File: config.mk
export PLATFORM = sky130hd
export DESIGN_NAME = mp_add_sequencer
export DESIGN_NICKNAME = d
export VERILOG_FILES = /design/src/rtl/alu_pkg.sv /design/src/rtl/cla16_core.sv /design/src/rtl/mp_add_sequencer.sv
export SDC_FILE = /design/constraint.sdc
export NUM_CORES = 1
export LEC_CHECK = 0
export ABC_AREA = 1
export BUFFER_PORTS_ARGS = -buffer_cell sky130_fd_sc_hd__buf_2
export CORE_UTILIZATION = 45
export DETAILED_ROUTE_END_ITERATION = 6
export GPL_TIMING_DRIVEN = 1
export PLACE_DENSITY = 0.68
export SYNTH_ARGS = -nofsm -noshare
export SYNTH_HDL_FRONTEND = slang
export SYNTH_SLANG_ARGS = --single-unit
export TNS_END_PERCENT = 5
File: constraint.sdc
create_clock -name clk -period 6 [get_ports clk]
set_input_delay 0 -clock clk [delete_from_list [all_inputs] [get_ports clk]]
set_output_delay 0 -clock clk [all_outputs]
set_load 0.01 [all_outputs]
File: src/rtl/alu_pkg.sv
// Shared ALU types: limb width, sequencer state encoding and op_sub encodings.
package alu_pkg;

  localparam int LIMB_W = 16;

  typedef enum logic [1:0] {
    IDLE = 2'd0,
    RUN  = 2'd1,
    DONE = 2'd2
  } state_t;

  localparam logic OP_ADD = 1'b0;
  localparam logic OP_SUB = 1'b1;

endpackage

File: src/rtl/cla16_core.sv
// Combinational 16-bit adder: four 4-bit carry-lookahead groups joined by a
// second-level lookahead unit over the group generate/propagate signals.
module cla16_core (
  input  logic [15:0] a,
  input  logic [15:0] b,
  input  logic        cin,
  output logic [15:0] sum,
  output logic        cout
);

  // Returns {c4, c3, c2, c1, c0}: the carry into each of four positions plus carry out.
  function automatic logic [4:0] cla4(input logic [3:0] g, input logic [3:0] p, input logic c0);
    logic [4:0] c;
    c[0] = c0;
    c[1] = g[0] | (p[0] & c0);
    c[2] = g[1] | (p[1] & g[0]) | (p[1] & p[0] & c0);
    c[3] = g[2] | (p[2] & g[1]) | (p[2] & p[1] & g[0]) | ((&p[2:0]) & c0);
    c[4] = g[3] | (p[3] & g[2]) | (p[3] & p[2] & g[1]) | (p[3] & p[2] & p[1] & g[0])
         | ((&p) & c0);
    return c;
  endfunction

  logic [15:0] g, p, c_bit;
  logic [3:0]  grp_g, grp_p;
  logic [4:0]  grp_c, tmp;

  always_comb begin
    g     = a & b;
    p     = a ^ b;
    grp_g = '0;
    grp_p = '0;
    c_bit = '0;
    tmp   = '0;
    for (int i = 0; i < 4; i++) begin
      tmp      = cla4(g[4*i +: 4], p[4*i +: 4], 1'b0);
      grp_g[i] = tmp[4];
      grp_p[i] = &p[4*i +: 4];
    end
    grp_c = cla4(grp_g, grp_p, cin);
    for (int i = 0; i < 4; i++) begin
      tmp              = cla4(g[4*i +: 4], p[4*i +: 4], grp_c[i]);
      c_bit[4*i +: 4]  = tmp[3:0];
    end
    sum  = p ^ c_bit;
    cout = grp_c[4];
  end

endmodule

File: src/rtl/mp_add_sequencer.sv
// Multi-precision add/subtract: one limb per clock through a shared cla16_core,
// least significant limb first, carry chained through a register.
//
// state | meaning
// IDLE  | waiting for start, outputs hold last result
// RUN   | processing limb idx, busy=1
// DONE  | one-cycle done pulse, a new start is accepted here
module mp_add_sequencer
  import alu_pkg::*;
#(
  parameter int WORDS = 4
) (
  input  logic                      clk,
  input  logic                      rst,
  input  logic                      start,
  input  logic                      op_sub,
  input  logic [LIMB_W*WORDS-1:0]   a,
  input  logic [LIMB_W*WORDS-1:0]   b,
  output logic [LIMB_W*WORDS-1:0]   result,
  output logic                      cout,
  output logic                      overflow,
  output logic                      zero,
  output logic                      busy,
  output logic                      done
);

  localparam int N     = LIMB_W * WORDS;
  localparam int IDX_W = (WORDS > 1) ? $clog2(WORDS) : 1;
  localparam logic [IDX_W-1:0] LAST = IDX_W'(WORDS - 1);

  state_t           state;
  logic [N-1:0]     a_q, b_q;
  logic             carry, zacc;
  logic [IDX_W-1:0] idx;

  logic [LIMB_W-1:0] a_limb, b_limb, s_limb;
  logic              c_limb, s_zero;

  assign a_limb = a_q[idx*LIMB_W +: LIMB_W];
  assign b_limb = b_q[idx*LIMB_W +: LIMB_W];
  assign s_zero = (s_limb == '0);

  cla16_core u_core (
    .a    (a_limb),
    .b    (b_limb),
    .cin  (carry),
    .sum  (s_limb),
    .cout (c_limb)
  );

  // op_sub lives on only through the inverted b_q and the initial carry-in.
  always_ff @(posedge clk) begin
    if (rst) begin
      state    <= IDLE;
      a_q      <= '0;
      b_q      <= '0;
      carry    <= 1'b0;
      zacc     <= 1'b0;
      idx      <= '0;
      result   <= '0;
      cout     <= 1'b0;
      overflow <= 1'b0;
      zero     <= 1'b0;
      busy     <= 1'b0;
      done     <= 1'b0;
    end else begin
      case (state)
        IDLE, DONE: begin
          done <= 1'b0;
          if (start) begin
            a_q      <= a;
            b_q      <= (op_sub == OP_SUB) ? ~b : b;
            carry    <= op_sub;
            idx      <= '0;
            result   <= '0;
            cout     <= 1'b0;
            overflow <= 1'b0;
            zacc     <= 1'b1;
            busy     <= 1'b1;
            state    <= RUN;
          end else begin
            state <= IDLE;
          end
        end
        RUN: begin
          result[idx*LIMB_W +: LIMB_W] <= s_limb;
          carry <= c_limb;
          zacc  <= zacc & s_zero;
          if (idx == LAST) begin
            cout     <= c_limb;
            overflow <= (a_limb[LIMB_W-1] == b_limb[LIMB_W-1]) &&
                        (s_limb[LIMB_W-1] != a_limb[LIMB_W-1]);
            zero     <= zacc & s_zero;
            busy     <= 1'b0;
            done     <= 1'b1;
            state    <= DONE;
          end else begin
            idx <= idx + 1'b1;
          end
        end
        default: state <= IDLE;
      endcase
    end
  end

endmodule

# Yosys cells after proc, flatten, opt, wreduce, memory -nomap -nowiden
# Cells that the tools add are included.
# totals
reg_bits,203
latch_bits,0
ramBits,0
romBits,0
inputBits,132
out_inout_bits,69
word_cells,187
mem_count,0
# op_classes
add_sub_neg,2
multipliers,0
n_div,0
order_cmp,0
n_eq_ne,8
n_shift,4
mux,23
bitwise_logic,117
n_reduce_logical,21
# ops
op,count
two-way mux 64 bit,2
one-hot mux 64 bit (2 select lines),1
variable part select 64 x 7 -> 16 bit,2
AND 1 bit,67
bitwise mux 64 bit,1
inverter 64 bit,1
"variable shift 16 x 34 -> 64 bit, first input constant",1
variable part select 16 x 34 -> 64 bit,1
OR 1 bit,46
negation 6 -> 34 bit,1
bitwise XOR 16 bit,2
AND reduction 3 bit,6
AND 16 bit,1
zero test 16 bit,1
AND reduction 16 bit,1
AND reduction 4 bit,4
one-hot mux 1 bit (2 select lines),6
AND reduction 12 bit,1
two-way mux 1 bit,8
one-hot mux 2 bit (2 select lines),2
AND reduction 2 bit,4
two-way mux 2 bit,3
"inequality test 2 bit, second input constant",3
"equality test 2 bit, second input constant",2
other kinds (8),8

# Depth between registers and ports, before layout
# Gate-level depths: netlist of run 1.
# depth
depth_word,17
ltp_mapped,26

# Hierarchy
# Synthesis of run 1 repeated with hierarchy kept, for this count alone.
# hier_totals
hier_cells,1281
hier_area_um2,9541.7
# modules_own_cells
mod,instances,cells_each,area_per_inst_um2
mp_add_sequencer,1,1161,8764.7
cla16_core,1,120,777.0

# Worst setup path after synthesis of run 1
# OpenSTA, ideal clock, no wires.
# synth_path
kind,reg2reg
startpoint,reg idx[0]
endpoint,reg zacc
setup_time_ns,0.067
t_arrival_ns,3.420
required_time_ns,5.933
path_slack_ns,2.513
path_stages_with_launch,24
path_buffers,3
period_less_slack_ns,3.487
cell_sequence,dfxtp_1 buf_2 inv_1 buf_2 buf_1 o21ai_0 o21ai_0 ha_1 nand2_1 nor2_1 nand4_1 nand4_2 inv_1 fa_1 inv_1 nor3_1 nand3_1 nor2_2 nand2_2 nor2_4 nand2_2 nor2_2 nand2_2 a21oi_2
# synth_between
elab_chain_cells,16
elab_cells_between_ends,110
classes_between,shift: 2; mux: 1; bitwise: 98; reduce/logical: 9
# synth_rtl
item,line_no,source
"start, declared",mp_add_sequencer.sv:34,logic [IDX_W-1:0] idx;
"start signal, assigned",mp_add_sequencer.sv:98,idx <= idx + 1'b1;
variable part select 64 x 7 -> 16 bit (on tied branches),"mp_add_sequencer.sv:39, mp_add_sequencer.sv:40",
bitwise XOR 16 bit or AND 16 bit (tied branches),"cla16_core.sv:29, cla16_core.sv:28",
AND 1 bit,cla16_core.sv:18,c[4] = g[3] | (p[3] & g[2]) | (p[3] & p[2] & g[1]) | (p[3] & p[2] & p[1] & g[0])
OR 1 bit or AND 1 bit (tied branches) (2 in a row),-,
OR 1 bit,-,
AND 1 bit,cla16_core.sv:17,c[3] = g[2] | (p[2] & g[1]) | (p[2] & p[1] & g[0]) | ((&p[2:0]) & c0);
OR 1 bit (3 in a row),cla16_core.sv:17,
AND 1 bit (on tied branches),"cla16_core.sv:15, cla16_core.sv:16, cla16_core.sv:17",
OR 1 bit (on tied branches),"cla16_core.sv:15, cla16_core.sv:16, cla16_core.sv:17",
bitwise XOR 16 bit (*),cla16_core.sv:44,sum = p ^ c_bit;
zero test 16 bit (*),mp_add_sequencer.sv:41,assign s_zero = (s_limb == '0);
AND 1 bit (*),mp_add_sequencer.sv:88,zacc <= zacc & s_zero;
one-hot mux 1 bit (2 select lines) (*),mp_add_sequencer.sv:67,case (state)
"end signal, assigned",mp_add_sequencer.sv:88,
"end, declared",mp_add_sequencer.sv:33,"logic carry, zacc;"
# Every way passes the cells marked *; elsewhere a longest branch is shown, timed or not.
# A chain may end at the register's enable or synchronous reset.

# Worst setup path in the final report of run 1
# layout_path
startpoint,reg idx[1]
endpoint,reg zacc
# Same word-level chain as after synthesis.

==> results.cfg, run 1 <==
[status]
status = finished, final reports clean

[timing]
period_minus_slack_ns = 4.11
tightest_slew_ns = 1.15
finClkSkew_ns = 0.00959
finalHoldViolCount = 0
rsz0062_at_grt = no
setup_violations = 0
fin_setup_tns_ns = 0
finalCritPeriodShare_pct = 68.5
timing.fmax_mhz = 243
slew_viol_final = 0
max_slew_margin_pct = 23.3
setup_ws_ns = 1.89

[logic_synthesis]
synth.ff_latch_count = 203
syn-num-nets = 1432
synth_top_family_by_area = simple AND/OR/NAND/NOR gates
ys_warn_count = 0
yosysUniqueCellTypes = 37
syn_area_um2 = 9510
ys_seq_area_share_pct = 42.7
synth-compound-area-share_pct = 20.6
synth-xor-area-share_pct = 6.26
synth-adder-area-share_pct = 3.47
muxShareOfSynthArea_pct = 0
synthSimpleGateAreaFrac_pct = 20.7
syn_area_per_cell_um2 = 7.46
syn_inst = 1276

[placement]
dp_hpwl_um = 19000
place_congestion = 0.899
numPlacedInstances = 1662
port_buffers = 200
post-place-ws_ns = 1.96

[grt]
grt_max_degree = 126
gr-usage-all-layers_pct = 27.0
grt_pass1_vias = 8826
grt_antenna_before_repair = 0
grt_pass1_wl_um = 46600
overflow = 0

[final_layout]
n_fill_cell = 1858
syn_to_final_growth_pct = 30.9
nets = 1699
instances_no_fill = 1823
antenna_cells = 0
drive_above_1_share_pct = 19.0

[route]
drc = 0
via_per_inst = 5.21
wl_per_cell_um = 16.1
drt_iter0_drc = 622
postRouteAntennaNets = 0
finalWirelength_um = 29400
first_pass_iters = 5
num_vias = 9494

[clock_tree]
root_buffer = clkbuf_16
cts_buffers = 21
clock_latency_ns = 0.51
clockBufferDepth = 3
clk_pin_slew_ns = 0.06
cts_num_sinks = 203
cts_tree = yes
post_cts_buffers = 0
htreeDepth = 1

[pwr]
p_total_mw = 3.56
peakVddDrop_mv = 0.161
p_leak_nw = 5.26
powerDensity_nw_per_um2 = 286

[critical_path]
cp.arrival_ns = 4.47
cp-start-kind = flop
end_kind = flop
crit_fanout = 43
critPathRequiredTime_ns = 6.36
crit_type = reg2reg

[die]
rows = 52
die_area_um2 = 21700
die_h_um = 147
die-width_um = 147
start_util_pct = 46.4
coreArea_um2 = 20500
ios = 201

[run]
drv_cap = 0

[min_path]
hold_class = in2reg
## metrics by stage
step | hold slack, ns | util (%) | instance area, µm²
4_1_cts | 0.132 | 60.8 | 12500
2_1_floorplan | 0.167 | - | 9510
3_3_place_gp | 0.259 | 51.4 | 10500
6_report | 0.134 | 60.8 | 12500
5_1_grt | 0.172 | 60.8 | 12500
3_5_place_dp | 0.254 | 51.4 | 10500
## kinds of logic (layout without fill, tap and decap cells)
family | Yosys count | count (layout)
buffers and inverters | 149 | 426
adder cells (fa/ha/maj) | 24 | 24
AND/OR/NAND/NOR | 458 | 458
AO/OA/AOI/OAI | 374 | 374
flip-flops | 203 | 203
XOR/XNOR | 68 | 68
## placed cells by master (no fill, tap or decap), types with 3 or more instances in the layout
master,count
nor2_1,203
dfxtp_1,202
buf_2,199
o21ai_0,185
nand2_1,162
a21oi_1,149
dlygate4sd3_1,128
xnor2_1,65
inv_1,48
nand3_1,30
o22ai_1,24
nand2_2,22
clkbuf_16,21
ha_1,20
nand4_1,10
nor3_1,9
inv_2,8
buf_4,8
a32oi_1,6
nor2_2,6
clkbuf_8,6
a21oi_2,5
nor2_4,4
nand3_2,4
fa_1,4
xor2_1,3
clkbuf_1,3
## layer usage
layer | vias up | global-route usage [%] | wire length [µm]
li1 | 4764 | - | -
met1 | 4331 | 37.0 | 13300
met2 | 329 | 44.1 | 13800
met3 | 70 | 3.12 | 1440
met4 | 0 | 9.12 | 931
met5 | - | 0 | 0
## critical path, cell delays in order (launching register included)
cell and delay [ns]:
dfxtp_1 0.31, inv_1 0.82, o21ai_0 0.24, o22ai_1 0.27, ha_1 0.31, nand2_2 0.09
inv_2 0.08, nand2_2 0.07, nand3_2 0.10, inv_1 0.06, fa_1 0.37, xnor2_1 0.57
nor2_1 0.11, nand3_1 0.14, nor2_2 0.06, nand2_2 0.08, nor2_4 0.03, nand2_2 0.05
nor2_2 0.04, nand2_2 0.09, a21oi_2 0.05
## report_power, final
group	switching [mW]	total (mW)	internal (mW)
combinational	0.520	0.828	0.308
sequential	0.0586	1.50	1.44
clock	0.523	1.23	0.711
total	1.10	3.56	2.46
## cell type report
| type | count | area, µm² | area share, % |
|---|---|---|---|
| multi-input cells | 924 | 4860 | 39.0 |
| well taps | 270 | 338 | 2.71 |
| repair buffers | 335 | 2340 | 18.8 |
| clock inverters | 3 | 18.8 | 0.151 |
| inverters | 58 | 220 | 1.77 |
| flip-flops and latches | 203 | 4070 | 32.6 |
| clock buffers | 30 | 619 | 4.97 |
## worst paths after layout
| check | startpoint | to | slack, ns | cells after the start |
|---|---|---|---|---|
| worst max register to register | idx[1] | zacc | 1.89 | 20 |
| worst max-delay path | idx[1] | zacc | 1.89 | 20 |
| worst min register to register | result[0] | result[0] | 0.46 | 2 |
| worst min-delay path | rst | state[1] | 0.13 | 3 |
## flip-flops by register name, summed over array words and instances, names as in the netlist
name and cells:
b_q 64, zero 1, done 1, zacc 1
a_q 64, result 64, carry 1, busy 1
overflow 1, state 2, idx 2, cout 1
## repair_timing
item	in CTS	in global routing
resized for setup	0	0
hold buffers	128	0
endpoints found under the hold margin	128	0
## synthesized netlist by cell type (all sizes together)
master,n,area (µm²)
o22ai,24,150
nand4,11,75.1
inv,57,214
fa,4,80.1
clkinv,1,3.75
a31oi,1,6.26
nand2,186,766
a21oi,155,806
a22oi,2,15.0
or2,1,6.26
xnor2,65,569
nor2,214,865
o21ai,186,931
nand3,34,190
nor3,10,55.1
and3,1,6.26
ha,20,250
buf,29,143
dfxtp,203,4060
nand3b,1,7.51
xor2,3,26.3
clkbuf,62,233
a32oi,6,52.6
(Power assumes the default switching activity.)
==> run 2: changes to the inputs <==
--- a/config.mk
+++ b/config.mk
@@ -5,7 +5,7 @@
 export SDC_FILE = /design/constraint.sdc
 export NUM_CORES = 1
 export LEC_CHECK = 0
-export ABC_AREA = 1
+export ABC_AREA = 0
 export BUFFER_PORTS_ARGS = -buffer_cell sky130_fd_sc_hd__buf_2
 export CORE_UTILIZATION = 45
 export DETAILED_ROUTE_END_ITERATION = 6
==> constraint.sdc (replaced) <==
create_clock -name clk -period 4.05 [get_ports clk]
set_input_delay 0 -clock clk [delete_from_list [all_inputs] [get_ports clk]]
set_output_delay 0 -clock clk [all_outputs]
set_load 0.01 [all_outputs]
==> run 2 against run 1 <==
Against the previous run: the flow now finishes with violations (setup timing); via count shrank 10%; clock skew is 0.0026 ns higher; utilization grew 3.9 points; wire length down 3.7%; fmax up 0.95%.
==> results.cfg, run 2 <==
[status]
status = complete, but fails checks
violations = setup timing

[logic_synthesis]
syn_inst = 984
netlist.area_leader.share_pct = 45.1
yosysUniqueCellTypes = 49
synth_common_cells = dfxtp_1 (203), nand2_1 (145), nor2_1 (136), a21oi_1 (91), xnor2_1 (70)
synth.ff_latch_count = 203
yosysMostFrequentCell = dfxtp_1
syn-num-nets = 1140
syn_area_per_cell_um2 = 9.15
syn_area_um2 = 9010
synth_area_leader_cell = dfxtp_1
async_flop_share_pct = 0
ys_seq_area_share_pct = 45.1
synth-edff-count = 0
synth_flop_cell = dfxtp_1
ys_top_cells_by_area = dfxtp_1 (45%), mux4_2 (8.0%), xnor2_1 (6.8%)
ys_warn_count = 0

[die]
die_h_um = 143
coreArea_um2 = 19500
die_area_um2 = 20600
die-width_um = 143
rows = 51
ios = 201
start_util_pct = 46.1

[route]
postRouteAntennaNets = 0
first_pass_iters = 7
via_per_inst = 5.38
drt_iter0_drc = 803
wl_per_cell_um = 17.9
drc = 0
finalWirelength_um = 28300
num_vias = 8531

[pwr]
power_frac_seq_pct = 42.0
power_frac_clock_pct = 39.0
peakVddDrop_mv = 0.346
swShare_pct = 26.8
p_leak_nw = 5.17
p_comb_share_pct = 19.0
powerDensity_nw_per_um2 = 413
p_switching_mw = 1.40
p_int_mw = 3.82

[placement]
numPlacedInstances = 1419
port_buffers = 200
dp_hpwl_um = 18100
place_congestion = 0.931
place_area_um2 = 10500

[grt]
overflow = 0
grt_max_degree = 140
grt_antenna_before_repair = 1
gr-usage-all-layers_pct = 27.6
grt_pass1_vias = 8267
grt_pass1_wl_um = 43900

[final_layout]
layout_common_cells = dfxtp_1 (201), buf_2 (198), nand2_1 (145)
finish.instance_area_um2 = 12600
final_common_cell = dfxtp_1
syn_to_final_growth_pct = 40.2
top_regs = a_q x64, b_q x64, result x64
instances_no_fill = 1586
utilization_pct = 64.7
n_fill_cell = 1558
drive_above_1_share_pct = 25.8
nets = 1462

[timing]
finClkSkew_ns = 0.0121
rsz0062_at_grt = yes
worst_hold_slack_ns = 0.0125
finalCritPeriodShare_pct = 101
period_minus_slack_ns = 4.07
max_slew_margin_pct = 30.2
timing.fmax_mhz = 246
finalHoldViolCount = 0
slew_viol_final = 0
setup_ws_ns = -0.0203
tightest_slew_ns = 1.05
setup_violations = 1

[clock_tree]
clock_latency_ns = 0.50
htreeDepth = 1
clockBufferDepth = 3
root_buffer = clkbuf_16
cts_tree = yes
clk_pin_slew_ns = 0.06
cts_num_sinks = 203
cts_buffers = 21

[min_path]
min_path_cells = 4
hp-start = start
hold_class = in2reg
min_to = a_q[25]

[critical_path]
critPathRequiredTime_ns = 4.47
slowest_stage = mux4_2
reg2reg_depth = 14
r2r-end = zero
max_stage_delay_ns = 0.54
rrSetupSlack_ns = -0.02
cp_cell_sequence = buf_12, mux4_2, ha_4, a21o_1, a21oi_4, a211o_1, nand2_1, a21oi_2, fa_2, xnor2_2, or4_1, or4_1, or4_4, o31ai_2
end_kind = flop
cp-start-kind = flop
crit_type = reg2reg
reg2reg_from = idx[1]
cp.arrival_ns = 4.49
crit_fanout = 10
cpMostUsedCell = or4_1

[run]
drv_cap = 0
-- run 2: worst max-delay path by stage --
stage,startpoint,end,depth (start not counted)
finish,idx[1],zero,14
global route,idx[1],zero,15
CTS,idx[0],zero,13
detailed placement,idx[0],zero,14
global placement,idx[0],zero,13
floorplan,idx[0],zero,15
-- run 2: layout make-up --
| class | count | area [µm²] | area share, % |
|---|---|---|---|
| clock buffer | 32 | 657 | 5.20 |
| clock inverter | 5 | 78.8 | 0.624 |
| multi-input combinational | 690 | 4720 | 37.4 |
| sequential | 203 | 4070 | 32.2 |
| antenna | 1 | 2.50 | 0.0198 |
| inverter | 13 | 48.8 | 0.386 |
| timing repair buffer | 377 | 2720 | 21.5 |
| tap | 265 | 332 | 2.63 |
-- run 2: per-stage QoR --
stage / setup slack (ns) / setup TNS, ns / power [mW]
3_5_place_dp: -0.0255 / -0.0255 / 3.09
3_3_place_gp: 0.0223 / 0 / 3.08
5_1_grt: -0.212 / -0.384 / 5.44
4_1_cts: 0.000573 / 0 / 5.22
2_1_floorplan: -0.164 / -0.256 / 2.76
6_report: -0.0203 / -0.0203 / 5.22
-- run 2: cell families (layout without fill, tap and decap cells) --
family	count (synthesis)	in the layout	synth area share (%)
adder cells (fa/ha/maj)	24	24	3.67
buffers and inverters	91	427	3.83
AO/OA/AOI/OAI	239	239	17.6
multiplexers	33	33	8.11
flip-flops	203	203	45.1
other	0	1	0
AND/OR/NAND/NOR	321	321	14.5
XOR/XNOR	73	73	7.10
-- run 2: layer usage --
| layer | track usage, % | up-vias | share of wire, % |
|---|---|---|---|
| met2 | 45.5 | 377 | 47 |
| met5 | 0 | - | 0 |
| met4 | 13.8 | 0 | 4.8 |
| li1 | - | 4097 | - |
| met3 | 4.17 | 101 | 6.0 |
| met1 | 35.3 | 3956 | 42 |
-- run 2: worst max-delay path: cells and delay by family (launching register included) --
family                     cells  cell delay (ns)
DFF                            1             0.37
buffers and inverters          1             0.14
muxes                          1             0.54
adders and majority gates      2             0.69
and+or+nand+nor                4             1.31
AOI/OAI and AO/OA              5             0.80
xor gates and xnor gates       1             0.14
-- run 2: power by group through the flow --
stage	sequential [mW]	combinational (mW)	clock (mW)
3_3_place_gp	2.23	0.847	0
2_1_floorplan	2.20	0.560	0
3_5_place_dp	2.23	0.859	0
5_1_grt	2.20	1.08	2.15
6_report	2.19	0.994	2.03
4_1_cts	2.19	0.972	2.06
-- run 2: what timing repair did --
item                                    CTS  global route
endpoints found under the setup margin    1             2
hold endpoints to repair                128             0
gates resized for setup                   9             2
cloned                                    0             0
hold buffers                            128             0
pin swaps                                 2             0
buffers inserted                          1             0
==> run 3: changes to the inputs <==
--- a/config.mk
+++ b/config.mk
@@ -10,7 +10,7 @@
 export CORE_UTILIZATION = 45
 export DETAILED_ROUTE_END_ITERATION = 6
 export GPL_TIMING_DRIVEN = 1
-export PLACE_DENSITY = 0.68
+export PLACE_DENSITY_LB_ADDON = 0.2
 export SYNTH_ARGS = -nofsm -noshare
 export SYNTH_HDL_FRONTEND = slang
 export SYNTH_SLANG_ARGS = --single-unit
==> run 3 against run 2 <==
Against the previous run: the run still ends with setup timing left; wire length shrank 1.9%; sequential power is essentially flat; worst hold slack gained 0.075 ns; final cell count grew 0.57%; non-clock buffer count grew 6; sequential cell count is the same; register-to-register slack is essentially flat; worst setup slack gained 0.0012 ns.
==> results.cfg, run 3 (same netlist as run 2, synthesis figures left out) <==
[critical_path]
cp-startpoint = idx[0]
crit_type = reg2reg
reg2reg_depth = 13
critPathRequiredTime_ns = 4.47
cp-start-kind = flop
cp_cell_sequence = mux4_2, ha_4, a21oi_2, nand4b_1, a211o_1, nand2_1, a21oi_2, fa_2, xnor2_2, or4_1, or4_1, or4_4, o31ai_2
path_depth = 13
rrSetupSlack_ns = -0.02
crit_fanout = 6
end_kind = flop
crit_path_end = zero
critPathBufInv = 0
slowest_stage = mux4_2
cp.arrival_ns = 4.49
reg2reg_from = idx[0]
r2r-end = zero
crit_family = simple AND/OR/NAND/NOR gates
max_stage_delay_ns = 0.57

[status]
violations = setup timing
status = complete, but fails checks

[final_layout]
drive_above_1_share_pct = 26.2
syn_to_final_growth_pct = 40.0
layout_common_cells = dfxtp_1 (201), buf_2 (198), nand2_1 (145)
final_common_cell = dfxtp_1
nets = 1469
top_regs = a_q x64, b_q x64, result x64
n_fill_cell = 1587

[die]
coreArea_um2 = 19500
ios = 201
die_area_um2 = 20600
die-width_um = 143
die_h_um = 143
rows = 51
start_util_pct = 46.1

[route]
wl_per_cell_um = 17.4
num_vias = 8431
drt_iter0_drc = 592
postRouteAntennaNets = 0
via_per_inst = 5.29
first_pass_iters = 5
finalWirelength_um = 27800
drc = 0

[clock_tree]
clock_latency_ns = 0.51
clk_pin_slew_ns = 0.07
root_buffer = clkbuf_16
clockBufferDepth = 3
post_cts_buffers = 0
cts_num_sinks = 203
htreeDepth = 1
cts_buffers = 22
cts_tree = yes

[grt]
grt_antenna_before_repair = 1
grt_max_degree = 136
overflow = 0
grt_pass1_vias = 8132
gr-usage-all-layers_pct = 27.1
grt_pass1_wl_um = 42900

[timing]
worst_hold_slack_ns = 0.0878
finClkSkew_ns = 0.00878
rsz0062_at_grt = yes
timing.fmax_mhz = 246
tightest_slew_ns = 1.01
setup_ws_ns = -0.0191
finalCritPeriodShare_pct = 100
slew_viol_final = 0
period_minus_slack_ns = 4.07
fin_setup_tns_ns = -0.0191
finalHoldViolCount = 0
max_slew_margin_pct = 32.4
setup_violations = 1

[pwr]
peakVddDrop_mv = 0.249
powerDensity_nw_per_um2 = 407
p_total_mw = 5.13
p_leak_nw = 5.17

[placement]
port_buffers = 200
dp_hpwl_um = 18300
place_congestion = 0.892

[min_path]
hold_class = in2reg

[run]
drv_cap = 0
[run 3: worst min path at each step]
stage	depth (start not counted)	end	from	slack [ns]
2_1_floorplan	2	a_q[0]	a[0]	0.14
3_3_place_gp	3	a_q[12]	a[12]	0.25
3_5_place_dp	3	a_q[12]	a[12]	0.25
4_1_cts	4	a_q[25]	start	0.08
5_1_grt	4	a_q[12]	start	0.11
6_report	4	a_q[25]	start	0.09
[run 3: worst register-to-register path, delay by kind of cell (launching register included)]
kind,cells,cell delay (ns)
AO/OA/AOI/OAI,4,0.64
AND/OR/NAND/NOR,5,1.59
XOR/XNOR,1,0.14
flip-flops,1,0.41
adder cells (fa/ha/maj),2,0.65
multiplexers,1,0.57
[run 3: metrics by stage]
step / cells / setup WS [ns] / instance area, µm² / utilization [%]
floorplan: 984 / -0.164 / 9120 / -
global placement: 1426 / -0.0415 / 10600 / 54.1
detailed placement: 1426 / -0.0972 / 10600 / 54.1
CTS: 1594 / -0.0279 / 12600 / 64.4
global route: 1595 / -0.111 / 12600 / 64.6
finish: 1595 / -0.0191 / 12600 / 64.6
[run 3: area by class of cell]
| class | instances | area, µm² | area share [%] |
|---|---|---|---|
| clock inverters | 11 | 67.6 | 0.536 |
| clock buffers | 29 | 638 | 5.06 |
| diodes | 1 | 2.50 | 0.0198 |
| inverters | 13 | 48.8 | 0.387 |
| well taps | 265 | 332 | 2.63 |
| flip-flops and latches | 203 | 4070 | 32.3 |
| repair buffers | 383 | 2750 | 21.8 |
| multi-input cells | 690 | 4700 | 37.3 |
[run 3: power by group]
part / internal [mW] / switching, mW
Combinational: 0.477 / 0.523
Sequential: 2.11 / 0.0797
Clock: 1.11 / 0.834
Total: 3.70 / 1.44
[run 3: timing repair]
action / in CTS / in global routing
hold buffers: 128 / 0
gates resized for setup: 4 / 5
setup endpoints to repair: 2 / 2
pin swaps: 2 / 1
hold endpoints to repair: 128 / 0
[run 3: metal layers]
| metal | share of wire, % | GRT usage [%] | vias up |
|---|---|---|---|
| met5 | 0 | 0 | - |
| met4 | 4.0 | 11.6 | 0 |
| met3 | 5.7 | 4.57 | 74 |
| met2 | 47 | 44.6 | 317 |
| met1 | 43 | 35.0 | 3936 |
| li1 | - | - | 4104 |
